`src/rtl/rb_ctrl_pkg.sv`:
```
// Shared parameters for the packed row-buffer path: pixel/BRAM geometry,
// default image size, controller state encoding and a slot-rotation helper.
// Latency: n/a (declarations only). Backpressure: n/a.
//
// The write port (A) is one pixel wide. The read port (B) returns RBs pixels
// packed into one word. Lane k of read word x is write address x*RBs + k.
package rb_ctrl_pkg;

  localparam int PIXEL_WIDTH       = 8;
  localparam int RBs               = 4;
  localparam int BRAM_DEPTH        = 256;
  localparam int BRAM_W_ADDR_WIDTH = $clog2(BRAM_DEPTH);
  localparam int BRAM_W_DATA_WIDTH = PIXEL_WIDTH;
  localparam int BRAM_R_ADDR_WIDTH = $clog2(BRAM_DEPTH / RBs);
  localparam int BRAM_R_DATA_WIDTH = PIXEL_WIDTH * RBs;

  // Default image geometry. IMG_W*RBs must fit in BRAM_DEPTH, and IMG_H >= RBs.
  localparam int IMG_W_DEF = 64;
  localparam int IMG_H_DEF = 64;

  // Slot index width. Kept at one bit minimum so that RBs == 1 still elaborates.
  localparam int RB_SLOT_W = (RBs > 1) ? $clog2(RBs) : 1;

  typedef enum logic [2:0] {
    IDLE   = 3'd0,
    FILL   = 3'd1,
    STREAM = 3'd2,
    DRAIN  = 3'd3,
    DONE   = 3'd4
  } rb_state_t;

  // Row-buffer slot rotation, modulo RBs.
  function automatic logic [RB_SLOT_W-1:0] next_slot(input logic [RB_SLOT_W-1:0] s);
    return (int'(s) == RBs - 1) ? '0 : s + 1'b1;
  endfunction

endpackage

```
`src/rtl/rb_raster_cnt.sv`:
```
// Raster position counters (x, y, row-buffer slot) with wrap and position flags.
// Latency: counters advance on the edge that ends an accept cycle; flags are combinational.
// Backpressure: none of its own; holds while adv is low.
//
// Ports:
//   clk, rst     clock and synchronous active-high reset
//   clear        zero all counters (start of frame)
//   adv          one pixel accepted this cycle
//   x, y, slot   current raster column, line and row-buffer slot
//   last_pix     current pixel is (IMG_W-1, IMG_H-1)
//   fill_last    current pixel is the last one of line RBs-2 (end of fill phase)
//   win_ok       current line is at least RBs-1, so a full window column exists
module rb_raster_cnt
  import rb_ctrl_pkg::*;
#(
  parameter int IMG_W = IMG_W_DEF,
  parameter int IMG_H = IMG_H_DEF,
  parameter int XW    = $clog2(IMG_W),
  parameter int YW    = $clog2(IMG_H)
) (
  input  logic                 clk,
  input  logic                 rst,
  input  logic                 clear,
  input  logic                 adv,
  output logic [XW-1:0]        x,
  output logic [YW-1:0]        y,
  output logic [RB_SLOT_W-1:0] slot,
  output logic                 last_pix,
  output logic                 fill_last,
  output logic                 win_ok
);

  localparam logic [XW-1:0] X_MAX   = XW'(IMG_W - 1);
  localparam logic [YW-1:0] Y_MAX   = YW'(IMG_H - 1);
  localparam logic [YW-1:0] Y_FRESH = YW'(RBs - 1);
  // With a single row buffer there is no fill phase; the compare value is unused.
  localparam logic [YW-1:0] Y_FILL  = (RBs > 1) ? YW'(RBs - 2) : '0;

  logic x_last;
  logic y_last;

  assign x_last    = (x == X_MAX);
  assign y_last    = (y == Y_MAX);
  assign last_pix  = x_last && y_last;
  assign fill_last = (RBs > 1) && x_last && (y == Y_FILL);
  assign win_ok    = (y >= Y_FRESH);

  always_ff @(posedge clk) begin
    if (rst || clear) begin
      x    <= '0;
      y    <= '0;
      slot <= '0;
    end else if (adv) begin
      if (x_last) begin
        x    <= '0;
        y    <= y_last ? '0 : y + 1'b1;
        slot <= next_slot(slot);
      end else begin
        x <= x + 1'b1;
      end
    end
  end

endmodule

```
`src/rtl/rb_ctrl.sv`:
```
// Row-buffer sequencer: writes each raster pixel into the packed BRAM and reads
// the matching packed column in the same cycle.
// Latency: 1 cycle from accept to col_* (aligned with the BRAM read data).
// Backpressure: in_ready high only in FILL/STREAM; no output backpressure.
//
// Ports:
//   clk, rst            clock and synchronous active-high reset
//   start               begin a frame (honoured only in IDLE)
//   in_valid/in_ready   pixel handshake, in_pixel is raster-order data
//   EN_A/ADDR_A/DIN_A   BRAM write port, one pixel at x*RBs + slot
//   EN_B/ADDR_B         BRAM packed-column read port at x
//   col_valid           DOUT_B plus col_pixel/col_slot form a valid window column
//   col_pixel/col_slot  live pixel and the DOUT_B lane it replaces
//   col_x/col_y         coordinates of the emitted column
//   busy, frame_done    not-IDLE flag and end-of-frame pulse
module rb_ctrl
  import rb_ctrl_pkg::*;
#(
  parameter int IMG_W = IMG_W_DEF,
  parameter int IMG_H = IMG_H_DEF,
  parameter int XW    = $clog2(IMG_W),
  parameter int YW    = $clog2(IMG_H)
) (
  input  logic                         clk,
  input  logic                         rst,
  input  logic                         start,
  input  logic                         in_valid,
  output logic                         in_ready,
  input  logic [PIXEL_WIDTH-1:0]       in_pixel,
  output logic                         EN_A,
  output logic [BRAM_W_ADDR_WIDTH-1:0] ADDR_A,
  output logic [BRAM_W_DATA_WIDTH-1:0] DIN_A,
  output logic                         EN_B,
  output logic [BRAM_R_ADDR_WIDTH-1:0] ADDR_B,
  output logic                         col_valid,
  output logic [PIXEL_WIDTH-1:0]       col_pixel,
  output logic [RB_SLOT_W-1:0]         col_slot,
  output logic [XW-1:0]                col_x,
  output logic [YW-1:0]                col_y,
  output logic                         busy,
  output logic                         frame_done
);

  localparam int AW = BRAM_W_ADDR_WIDTH;
  localparam int BW = BRAM_R_ADDR_WIDTH;

  rb_state_t              state;
  logic                   accept;
  logic                   cnt_clear;
  logic [XW-1:0]          x;
  logic [YW-1:0]          y;
  logic [RB_SLOT_W-1:0]   slot;
  logic                   last_pix;
  logic                   fill_last;
  logic                   win_ok;
  logic [AW-1:0]          addr_a_now;
  logic [AW-1:0]          addr_a_q;
  logic [BW-1:0]          addr_b_now;
  logic [BW-1:0]          addr_b_q;

  assign in_ready  = (state == FILL) || (state == STREAM);
  assign accept    = in_valid && in_ready;
  assign cnt_clear = (state == IDLE) && start;

  rb_raster_cnt #(
    .IMG_W (IMG_W),
    .IMG_H (IMG_H),
    .XW    (XW),
    .YW    (YW)
  ) u_cnt (
    .clk       (clk),
    .rst       (rst),
    .clear     (cnt_clear),
    .adv       (accept),
    .x         (x),
    .y         (y),
    .slot      (slot),
    .last_pix  (last_pix),
    .fill_last (fill_last),
    .win_ok    (win_ok)
  );

  // Constant multiply by RBs; the sum is truncated to the write-address width.
  assign addr_a_now = AW'(x) * AW'(RBs) + AW'(slot);
  assign addr_b_now = BW'(x);

  // BRAM ports are driven combinationally from the accept. Addresses keep the
  // value of the last access when idle so the BRAM pins do not toggle.
  assign EN_A   = accept;
  assign EN_B   = accept;
  assign DIN_A  = in_pixel;
  assign ADDR_A = accept ? addr_a_now : addr_a_q;
  assign ADDR_B = accept ? addr_b_now : addr_b_q;

  always_ff @(posedge clk) begin
    if (rst) begin
      addr_a_q <= '0;
      addr_b_q <= '0;
    end else if (accept) begin
      addr_a_q <= addr_a_now;
      addr_b_q <= addr_b_now;
    end
  end

  // Frame sequencer. busy and frame_done are registered alongside the state.
  always_ff @(posedge clk) begin
    if (rst) begin
      state      <= IDLE;
      busy       <= 1'b0;
      frame_done <= 1'b0;
    end else begin
      frame_done <= 1'b0;
      case (state)
        IDLE: begin
          if (start) begin
            // A single row buffer needs no priming lines.
            state <= (RBs == 1) ? STREAM : FILL;
            busy  <= 1'b1;
          end
        end
        FILL: begin
          if (accept && fill_last) state <= STREAM;
        end
        STREAM: begin
          if (accept && last_pix) state <= DRAIN;
        end
        DRAIN: begin
          // The last column leaves the output register during this cycle.
          state      <= DONE;
          frame_done <= 1'b1;
        end
        DONE: begin
          state <= IDLE;
          busy  <= 1'b0;
        end
        default: begin
          state <= IDLE;
          busy  <= 1'b0;
        end
      endcase
    end
  end

  // Output stage, aligned with the synchronous BRAM read. Columns from lines
  // below RBs-1 would expose lanes never written this frame, so they are
  // suppressed and col_* keep their last valid values.
  always_ff @(posedge clk) begin
    if (rst) begin
      col_valid <= 1'b0;
      col_pixel <= '0;
      col_slot  <= '0;
      col_x     <= '0;
      col_y     <= '0;
    end else begin
      col_valid <= accept && win_ok;
      if (accept && win_ok) begin
        col_pixel <= in_pixel;
        col_slot  <= slot;
        col_x     <= x;
        col_y     <= y;
      end
    end
  end

endmodule

```
`config.mk`:
```
export PLATFORM = sky130hd
export DESIGN_NAME = rb_ctrl
export DESIGN_NICKNAME = d
export VERILOG_FILES = /design/src/rtl/rb_ctrl_pkg.sv /design/src/rtl/rb_raster_cnt.sv /design/src/rtl/rb_ctrl.sv
export SDC_FILE = /design/constraint.sdc
export NUM_CORES = 1
export LEC_CHECK = 0
export BUFFER_PORTS_ARGS = -buffer_cell sky130_fd_sc_hd__buf_2
export CAP_MARGIN = 20
export CORE_ASPECT_RATIO = 1.4
export CORE_UTILIZATION = 43
export CTS_CLUSTER_DIAMETER = 120
export DETAILED_ROUTE_END_ITERATION = 16
export PLACE_DENSITY = 0.76
export RECOVER_POWER = 50
export SETUP_SLACK_MARGIN = 0.05
export SYNTH_ARGS = -nofsm -noshare
export SYNTH_HDL_FRONTEND = slang
export SYNTH_SLANG_ARGS = --single-unit
```
`constraint.sdc`:
```
create_clock -name clk -period 4.35 [get_ports clk]
set_clock_uncertainty 0.15 [all_clocks]
set_input_delay 0.87 -clock clk [delete_from_list [all_inputs] [get_ports clk]]
set_output_delay 0.87 -clock clk [all_outputs]
set_load 0.1 [all_outputs]
```
# Yosys cells after proc, flatten, opt, wreduce, memory -nomap -nowiden
# Index checks and enable logic that the tools add are counted.
# Widths: inputs -> output; s select.
# totals
elab_cells	55
ff_bits	56
out_inout_bits	50
# classes
bitwise_logic	1
magnitude_cmp	1
eq_ne	10
addsub	4
reduce_logical	14
muxes	12
# op_table
cell	n
$mux 6	3
$add 6x1->6 const B	2
$eq 6x6->1 const B	2
$pmux 3 s4	1
$mux 3	3
$add 8x2->8	1
$mux 8	1
$logic_and 1x1->1	7
$eq 3x2->1 const B	2
$eq 6x2->1 const B	1
$ge 6x2->1 const B	1
$ne 2x1->1 const B	2
$reduce_and 2->1	2
$eq 3x1->1 const B	1
$logic_not 3->1	1
$reduce_and 3->1	1
$reduce_or 3->1	1
$add 2x1->2 const B	1
$eq 2x1->1 const B	1
$logic_or 1x1->1	2
$mux 1	2
$mux 2	1
$ne 2x2->1 const B	1
$pmux 1 s2	1
$not 1->1	1

# Logic depth before layout (Yosys ltp)
# depth
ltp_word	6
depth_mapped	6

# Hierarchy
# From an unflattened synthesis, not the netlist that was laid out.
# unflattened
hier_cells	292
area_unflattened_um2	2618.8
# modules_own_cells
module	seq_area_each_um2	area_per_inst_um2	n_inst	cells_per_inst
rb_ctrl	840.8	1881.8	1	207
rb_raster_cnt	280.3	737.0	1	85

# Worst setup path after synthesis
# OpenSTA, ideal clock, no wires.
# synth_timing
path_kind	input to output
startpoint	in in_valid
endpoint	out ADDR_A[2]
path_stages	4
setup_slack_ps	503
t_required_ps	3330
arrival_ps	2827
cell_sequence	nand3_1 > clkinv_1 > nand2_1 > nand2_1
# synth_via
elab_chain_len	2
# synth_rtl
element	line_no	text
start: declaration	rb_ctrl.sv:27	input logic in_valid,
$logic_and 1x1->1	rb_ctrl.sv:62	assign accept = in_valid && in_ready;
net EN_A	rb_ctrl.sv:30	output logic EN_A,
$mux 8	-	
end: declaration	rb_ctrl.sv:31	output logic [BRAM_W_ADDR_WIDTH-1:0] ADDR_A,
# The timed path passes the listed nets, and every way through them passes these cells.

# Worst setup path after layout
# layout_timing
startpoint	reg state[0]
endpoint	out ADDR_A[5]
# layout_via
elab_chain_len	4
# layout_rtl
element	line_no	text
start: declaration	rb_ctrl.sv:47	rb_state_t state;
start signal: assignment	rb_ctrl.sv:117	state <= (RBs == 1) ? STREAM : FILL;
$eq 3x1->1 / $eq 3x2->1 (equally long branches)	rb_ctrl.sv:61	assign in_ready = (state == FILL) || (state == STREAM);
$logic_or 1x1->1 *	rb_ctrl.sv:61	
$logic_and 1x1->1 *	rb_ctrl.sv:62	
$mux 8 *	-	
# Every way passes the cells marked *; elsewhere a longest branch is shown, timed or not.

==> results.md <==
* Post-Route WL at 4980 um
* Failing checks: max-capacitance violations, max-slew violations
* Root Buffer: clkbuf_8
* 1st-iter DRT viols at 107
* Hold Buf Count CTS at 0
* Setup TNS at 0 ns
* Count of input and output buffers at 61
* Critical path's slowest cell: dfxtp_1
* Post-Syn Area per Cell at 8.28 um^2
* Final period utilization at 0.883
* Slew margin rel. at -0.131
* Non-Filler Instances at roughly 390
* Worst setup SP type: flop
* Fin. Hold Viols at 0
* CP Max Fanout at 16
* Arrival time at the worst endpoint at 2.82 ns
* Leak Pwr at around 1.0 nW
* Worst skew pair latency at 0.30 ns
* Sequential share of the synthesized area at 0.482
* Hold Crit Class: flop to flop
* # DRC at 0
* Most common cell after layout, fill and taps aside: nand2_1
* Crit-path leading delay family: simple AND/OR/NAND/NOR gates
* Period minus WS final at 3.84 ns
* Die H at approximately 90 um
* Most used cell, CP: nand2_1
* Max-Cap Viols at 1
* Initial Util at 0.448
* GP Congestion at 0.815
* DRT antenna net count at 0
* PostCTS Resize Cnt at 0
* Unique cell type count in the Yosys netlist at 39
* Slew @ Worst Pin at about 1.7 ns
* Synthesis-to-finish area growth at 13.1%
* Pwr Density at ~340 mW/mm^2
* Cts bufs inserted at 5
* Hold Crit Start: col_y[2]
* Post-synth EDFFs at 0
* Placed Cells at 386
* Largest net degree at the start of global routing at slightly above 40
* CP required at 3.33 ns
* RSZ-0062 raised after global routing: false
* Post-Syn Area at 0.00233 mm^2
* CTS tree: done
* Inserted Diodes at 0
* Vias in the first global route at 1792
* Layout cell share with drive strength beyond 1 at 0.128
* Fillers at 559
* DR WL/cell at 12.6 um
* CTS sink count at 56
* Post-synthesis register bit count at 56
* CP Capture Type: primary output
* First-pass GRT wire length at 7970 um
* Slowest stage delay, CP at ~0.57 ns
* Clock buffer depth at 2
* Peak supply drop at around 0.20 mV
* Vias per cell at 5.23
* Die ar. at 0.00571 mm^2
* # rows at 31
* Yosys warning count at 0
* Mapped Cells at 281
* Status: complete, but fails checks
* Worst-path clk slew at 0.10 ns
* DRT Pass-1 Iters at 4
* Most frequent cells in the layout: nand2_1 (81), dfxtp_1 (56), a21oi_1 (42)
* Crit-path cells: xor2_1 -> nand3_1 -> clkinv_1 -> nand2_1 -> nand2_1 -> buf_2
* Async SR Flop Fraction at 0
* Post-synth top flop: dfxtp_1
* HPWL Detailed at 3450 um
* Core Area at 0.00520 mm^2
* Syn nets at 297
* Final Setup Violations at 0
* Setup Crit Path Kind: flop to primary output
* Chip width at 64.2 um
* RR Startpoint: u_cnt.y[2]
* Slack of the critical path at about 0.5 ns
* Worst slack at placement at 0.743 ns
* Crit. Startpoint: state[0]
* Layout net count at 343
* Setup bufs post-CTS at 0
* FMAX at 260 MHz
* GRT Util Overall at 0.179
* Total gr overflow at 0
* Ports at 62
* Critical path buffer and inverter count at 2
* Vias post-DR at 2060
* Initial antenna violation count at 0
* Final Max Tran Viols at 41
* H-Tree Depth at 2
## per-stage QoR
stage | area, um^2 | power [mW] | hold WS, ns | utilization
floorplan | 2330 | 0.607 | 0.294 | -
global placement | 2580 | 0.616 | 0.289 | 0.496
detailed placement | 2580 | 0.617 | 0.294 | 0.496
CTS | 2670 | 0.906 | 0.308 | 0.514
global route | 2630 | 0.928 | 0.325 | 0.506
finish | 2630 | 0.897 | 0.308 | 0.506
## tightest hold or removal path: stages (launching register included)
cell,delay [ns]
dfxtp_1,0.32
nand2_1,0.05
a21oi_1,0.05
## worst paths after layout
kind / end / slack, ns / cells past startpoint
setup reg to reg: col_x[0] / 1.95 / 4
setup / recovery: ADDR_A[5] / 0.51 / 6
hold reg to reg: col_y[2] / 0.31 / 2
hold / removal: col_y[2] / 0.31 / 2
## final cells by class
class,instances,area (um^2),area share
timing repair buffer,61,263,0.0999
sequential,56,1120,0.426
inverter,5,18.8,0.00714
tap,66,82.6,0.0314
clock buffer,6,82.6,0.0314
multi-input combinational,198,1050,0.399
clock inverter,2,13.8,0.00523
## layer usage
layer | share of wire | track usage | wire, um | up-vias
met5 | 0 | 0 | 0 | -
met4 | 0.011 | 0.0707 | 57 | 0
met3 | 0.051 | 0.0370 | 255 | 5
met2 | 0.52 | 0.335 | 2590 | 62
met1 | 0.42 | 0.199 | 2080 | 959
li1 | - | - | - | 1034
## registers in the layout (all words and copies together) (netlist names)
name and flops:
state 3, u_cnt.y 6, addr_a_q 8, u_cnt.x 6, col_y 6, col_x 6, addr_b_q 6, u_cnt.slot 2
frame_done 1, col_slot 2, col_valid 1, busy 1, col_pixel 8
## cell families after synthesis
| logic type | share of synthesized area |
|---|---|
| and+or+nand+nor | 0.237 |
| AOI/OAI and AO/OA | 0.148 |
| DFF | 0.482 |
| buffers and inverters | 0.0672 |
| xor gates and xnor gates | 0.0344 |
| adders and majority gates | 0.0215 |
| muxes | 0.00968 |
## cell usage after synthesis (all sizes together), types with 2 or more instances
cell,count,share of area
inv,4,0.0065
nor4,3,0.0081
nor3,6,0.013
a21oi,42,0.090
nand2,81,0.13
clkbuf,6,0.0097
nand4,2,0.0081
ha,4,0.022
buf,16,0.049
a21o,2,0.0065
a31oi,2,0.0054
xor2,2,0.0075
or3,4,0.011
nor2b,4,0.011
nor2,16,0.026
a311oi,3,0.011
mux2,2,0.0097
nand3,7,0.015
xnor2,5,0.027
dfxtp,56,0.48
## power breakdown
group | switching (mW) | total, mW | internal (mW)
registers | 0.00348 | 0.518 | 0.514
logic | 0.0731 | 0.0859 | 0.0129
clock network | 0.163 | 0.293 | 0.130
Power figures use the tool's default switching activity.
